## src/rtl/board_ram_arbiter.sv

```systemverilog
// Single-port playfield RAM arbiter: scan-out reads always win, then the
// board-clear sweep, then game-logic read/write handshakes.
module board_ram_arbiter #(
    parameter int CELLS = 200,
    parameter int AW    = 8,
    parameter int DW    = 3
) (
    input  logic          iVGA_CLK,
    input  logic          iRST,
    input  logic          vga_req,
    input  logic [AW-1:0] vga_addr,
    output logic [DW-1:0] vga_data,
    input  logic          g_req,
    input  logic          g_we,
    input  logic [AW-1:0] g_addr,
    input  logic [DW-1:0] g_wdata,
    output logic          g_ack,
    output logic [DW-1:0] g_rdata,
    input  logic          clr_start,
    output logic          busy,
    output logic [AW-1:0] ram_addr,
    output logic          ram_we,
    output logic [DW-1:0] ram_wdata,
    input  logic [DW-1:0] ram_rdata
);

    typedef enum logic [1:0] {IDLE, RDCAP, ACK, CLEAR} state_t;

    localparam logic [AW:0]   CELLS_X  = (AW+1)'(CELLS);
    localparam logic [AW-1:0] LAST_PTR = AW'(CELLS - 1);

    state_t        state, nextState;
    logic [AW-1:0] ptr, ptrNext;
    logic          clrPend, clrPendNext;
    logic          vld_p1;
    logic          vgaOob_p1;

    function automatic logic inRange(input logic [AW-1:0] a);
        return {1'b0, a} < CELLS_X;
    endfunction

    always_comb begin
        nextState   = state;
        ptrNext     = ptr;
        clrPendNext = clrPend;
        ram_addr    = g_addr;
        ram_we      = 1'b0;
        ram_wdata   = g_wdata;
        if (vga_req)
            ram_addr = vga_addr;
        case (state)
            IDLE: begin
                if (clr_start || clrPend) begin
                    nextState   = CLEAR;
                    ptrNext     = '0;
                    clrPendNext = 1'b0;
                end else if (g_req && !vga_req) begin
                    // Out-of-range writes are acknowledged but never reach the RAM.
                    ram_addr  = g_addr;
                    ram_we    = g_we && inRange(g_addr);
                    nextState = g_we ? ACK : RDCAP;
                end
            end
            RDCAP: begin
                if (clr_start)
                    clrPendNext = 1'b1;
                nextState = ACK;
            end
            ACK: begin
                if (clr_start)
                    clrPendNext = 1'b1;
                nextState = IDLE;
            end
            CLEAR: begin
                if (!vga_req) begin
                    ram_addr  = ptr;
                    ram_we    = 1'b1;
                    ram_wdata = '0;
                    if (ptr == LAST_PTR)
                        nextState = IDLE;
                    else
                        ptrNext = ptr + AW'(1);
                end
            end
            default: nextState = IDLE;
        endcase
        // Reset aborts immediately: no write may land in the reset cycle.
        if (iRST)
            ram_we = 1'b0;
    end

    always_ff @(posedge iVGA_CLK) begin
        if (iRST) begin
            state     <= IDLE;
            ptr       <= '0;
            clrPend   <= 1'b0;
            vld_p1    <= 1'b0;
            vgaOob_p1 <= 1'b0;
            vga_data  <= '0;
            g_rdata   <= '0;
        end else begin
            state     <= nextState;
            ptr       <= ptrNext;
            clrPend   <= clrPendNext;
            // p1: RAM is reading the scan-out address; p2: registered result
            vld_p1    <= vga_req;
            vgaOob_p1 <= !inRange(vga_addr);
            if (vld_p1)
                vga_data <= vgaOob_p1 ? '0 : ram_rdata;
            if (state == RDCAP)
                g_rdata <= inRange(g_addr) ? ram_rdata : '0;
        end
    end

    assign g_ack = (state == ACK) && !iRST;
    assign busy  = (state == CLEAR) && !iRST;

endmodule

```

## config.mk

```make
export PLATFORM = sky130hd
export DESIGN_NAME = board_ram_arbiter
export DESIGN_NICKNAME = d
export VERILOG_FILES = /design/src/rtl/board_ram_arbiter.sv
export SDC_FILE = /design/constraint.sdc
export NUM_CORES = 1
export LEC_CHECK = 0
export ABC_AREA = 1
export ABC_CLOCK_PERIOD_IN_PS = 1920
export CAP_MARGIN = 20
export CORE_MARGIN = 8
export CORE_UTILIZATION = 40
export DETAILED_ROUTE_END_ITERATION = 7
export PLACE_DENSITY = 0.73
export SLEW_MARGIN = 20
export SYNTH_ARGS = -nofsm -noshare
export SYNTH_HDL_FRONTEND = slang
export SYNTH_SLANG_ARGS = --single-unit
```

## constraint.sdc

```tcl
create_clock -name iVGA_CLK -period 1.92 [get_ports iVGA_CLK]
set_input_delay 0.48 -clock iVGA_CLK [delete_from_list [all_inputs] [get_ports iVGA_CLK]]
set_output_delay 0.48 -clock iVGA_CLK [all_outputs]
set_load 0.03 [all_outputs]
```

==> flow_summary.json <==
{
  "final_area_um2": 2380,
  "synth.mux.area_fraction": 0,
  "synth_xor_area_frac": 0.0132,
  "netlist_area_um2": 1320,
  "clkLatencyLatePin_ns": 0.30,
  "grtUsageMet2": 0.300,
  "p_leak_nw": 1.01,
  "cap_violations": 0,
  "seqCellArea_um2": 385,
  "synth_seq_cells": 19,
  "post-route-drc-count": 0,
  "num_io_pins": 48,
  "synth_compound_area_frac": 0.203,
  "async_reset_ff_frac": 0,
  "grt_start_max_net_pins": 18,
  "power_frac_comb": 0.709,
  "num_rows": 21,
  "worstPathMaxFanout": 8,
  "grtUsageMet3": 0.0259,
  "p_int_w": 0.00140,
  "powerDensity_nw_per_um2": 1070,
  "via_per_inst": 4.85,
  "drt_iter0_drc": 58,
  "worst-slew-pin-transition_ns": 0.386,
  "multiInputGateArea_um2": 1040,
  "postSynthNetCount": 243,
  "endpoint_kind": "output pin",
  "fin_crit_ns": 2.13,
  "holdPathStages": 2,
  "hp-class": "reg2reg",
  "drtPass1Iterations": 4,
  "drive_gt1_frac": 0.358,
  "setup_ws_ns": -0.215,
  "seqPwrFrac": 0.207,
  "fin_cells": 331,
  "top_usage_layer": "met2",
  "path_class": "reg2out",
  "antennaDiodeCount": 0,
  "grt_pass1_vias": 1544,
  "finClkSkew_ns": 0.000717,
  "setup_viol": 13,
  "rsz0062_at_grt": "true",
  "grt_use_met1": 0.195,
  "hold_violations": 0,
  "dp_slack_ns": -0.304,
  "overflow": 0,
  "cts_sinks": 19,
  "ys_types": 26,
  "grt_use_total": 0.164,
  "core_um2": 3260,
  "ir_drop_v": 0.000422,
  "die_area_um2": 5410,
  "yosysSeqAreaShare": 0.287,
  "synthFlopType": "dfxtp_1",
  "htreeDepth": 1,
  "nets": 319,
  "status": "complete, but fails checks",
  "totalWireLength_um": 4410,
  "fin_hold_ws_ns": 0.465,
  "cts_tree": "yes",
  "clk_pin_slew_ns": 0.12,
  "synth.top_cell.area_share": 0.287,
  "die_w_um": 73.5,
  "yosys_warnings": 0,
  "place_congestion": 0.886,
  "r2r_cells": 12,
  "max-slew-margin-rel": 0.743,
  "cts-buffers-inserted": 3,
  "slew_violations": 0,
  "syn2layout_area_growth_pct": 79.6,
  "clockPowerShare": 0.084,
  "start_util": 0.406,
  "synth_fa_ha_area_frac": 0.0473,
  "finalCritPeriodShare": 1.11,
  "synth_top_cells_by_area": "dfxtp_1, nand2_1, a21oi_1",
  "synth_top_family_by_area": "simple AND/OR/NAND/NOR gates",
  "fmax_mhz": 468,
  "avgSynthCellArea_um2": 6.30,
  "numPlacedInstances": 317,
  "p_sw_frac": 0.449,
  "critPathArrivalTime_ns": 1.65,
  "synthSimpleGateAreaFrac": 0.343,
  "dr_total_vias": 1607,
  "synthCells": 210,
  "postLayoutCoreUtil": 0.730,
  "clock_path_buffers": 2,
  "crit_path_start_kind": "flop",
  "chipHeight_um": 73.5,
  "antenna_found_initial": 0,
  "grt_pass1_wl_um": 7130,
  "cp.required_ns": 1.44,
  "synth_enable_flop_cells": 0,
  "wl_per_cell_um": 13.3,
  "cts-root-buf": "clkbuf_4",
  "drtAntennaViolNets": 0,
  "fill_cells": 263,
  "hpwlAfterDp_um": 3310,
  "synth_top_area_cell": "dfxtp_1",
  "placed_cell_area_um2": 2110,
  "violations": "negative setup slack",
  "p_switching_w": 0.00114,
  "port_buffers": 47
}
-- metal layers --
| metal | vias to the layer above | wire (µm) |
|---|---|---|
| met5 | - | 0 |
| met4 | 0 | 23 |
| met3 | 4 | 169 |
| met2 | 31 | 2200 |
| met1 | 736 | 2020 |
| li1 | 836 | - |
-- final cells by class --
cell class,instances,share of cell area
Inverter,31,0.0500
Timing Repair Buffer,76,0.313
Multi-Input combinational cell,155,0.439
Tap cell,46,0.0242
Clock buffer,4,0.0111
Sequential cell,19,0.162
-- final timing paths --
path	from	endpoint	slack, ns
setup reg to reg	state[0]$_SDFFE_PP0P_	ptr[1]$_SDFFE_PP0P_	0.30
hold reg to reg	vga_data[2]$_SDFFE_PP0P_	vga_data[2]$_SDFFE_PP0P_	0.46
hold / removal	vga_data[2]$_SDFFE_PP0P_	vga_data[2]$_SDFFE_PP0P_	0.46
setup / recovery	state[0]$_SDFFE_PP0P_	ram_addr[3]	-0.21
-- cell usage after synthesis, types with 2 or more instances --
master and number:
buf_2 4, o21ai_0 3, a21oi_2 6, nor2_1 21
inv_1 29, o22ai_1 9, ha_1 5, inv_2 2
a21oi_1 28, nand2_2 4, nand2_1 54, nand3_1 9
nor3_1 4, dfxtp_1 19, nor2_2 2
-- worst max-delay path: stages, from the launching register on --
cell and delay (ns):
dfxtp_2 0.37, inv_2 0.06, ha_4 0.24, or2_4 0.33, o22ai_4 0.20, buf_6 0.15
-- state kept, by name, indices dropped and copies added (netlist names) --
name / count
clrPend: 1
g_rdata: 3
ptr: 8
state: 2
vgaOob_p1: 1
vga_data: 3
vld_p1: 1
-- per-stage QoR --
step | setup TNS (ns) | total power [W]
after floorplan | -0.0125 | 0.00153
after global placement | -2.84 | 0.00206
after detailed placement | -3.07 | 0.00208
after CTS | -1.82 | 0.00249
after global routing | -2.72 | 0.00269
final | -1.84 | 0.00253
-- timing repair --
item                                    in CTS  in global routing
setup buffers                                7                  4
endpoints found under the setup margin      13                 14
pin swaps                                   13                  4
gates cloned                                 0                  0
hold buffers                                 0                  0
gates resized for setup                     57                  5
-- power by group through the flow --
stage          combinational (W)  clock (W)  sequential [W]
3_3_place_gp             0.00156          0        0.000509
5_1_grt                  0.00192   0.000239        0.000533
4_1_cts                  0.00175   0.000221        0.000522
2_1_floorplan           0.000976          0        0.000550
6_report                 0.00180   0.000214        0.000525
3_5_place_dp             0.00157          0        0.000510
-- cells by family (layout without fill, tap and decap cells) --
family,count (synthesis),in the layout
compound gates,47,47
xor+xnor,2,2
fa+ha+maj,5,5
buf+inv,36,111
flops,19,19
simple gates,101,101
-- cell usage in the layout (no fill, tap or decap), drive strengths merged --
master,instances
or3,1
nand4,1
o22ai,9
buf,43
o21ai,4
dfxtp,19
or2,1
inv,31
nand3b,1
xnor2,1
xor2,1
clkdlybuf4s50,25
nor3,5
clkbuf,4
nor2,24
nand3,10
a21oi,34
dlygate4sd2,5
clkdlybuf4s15,1
nand2,58
dlymetal6s2s,2
ha,5
(Power assumes the default switching activity.)
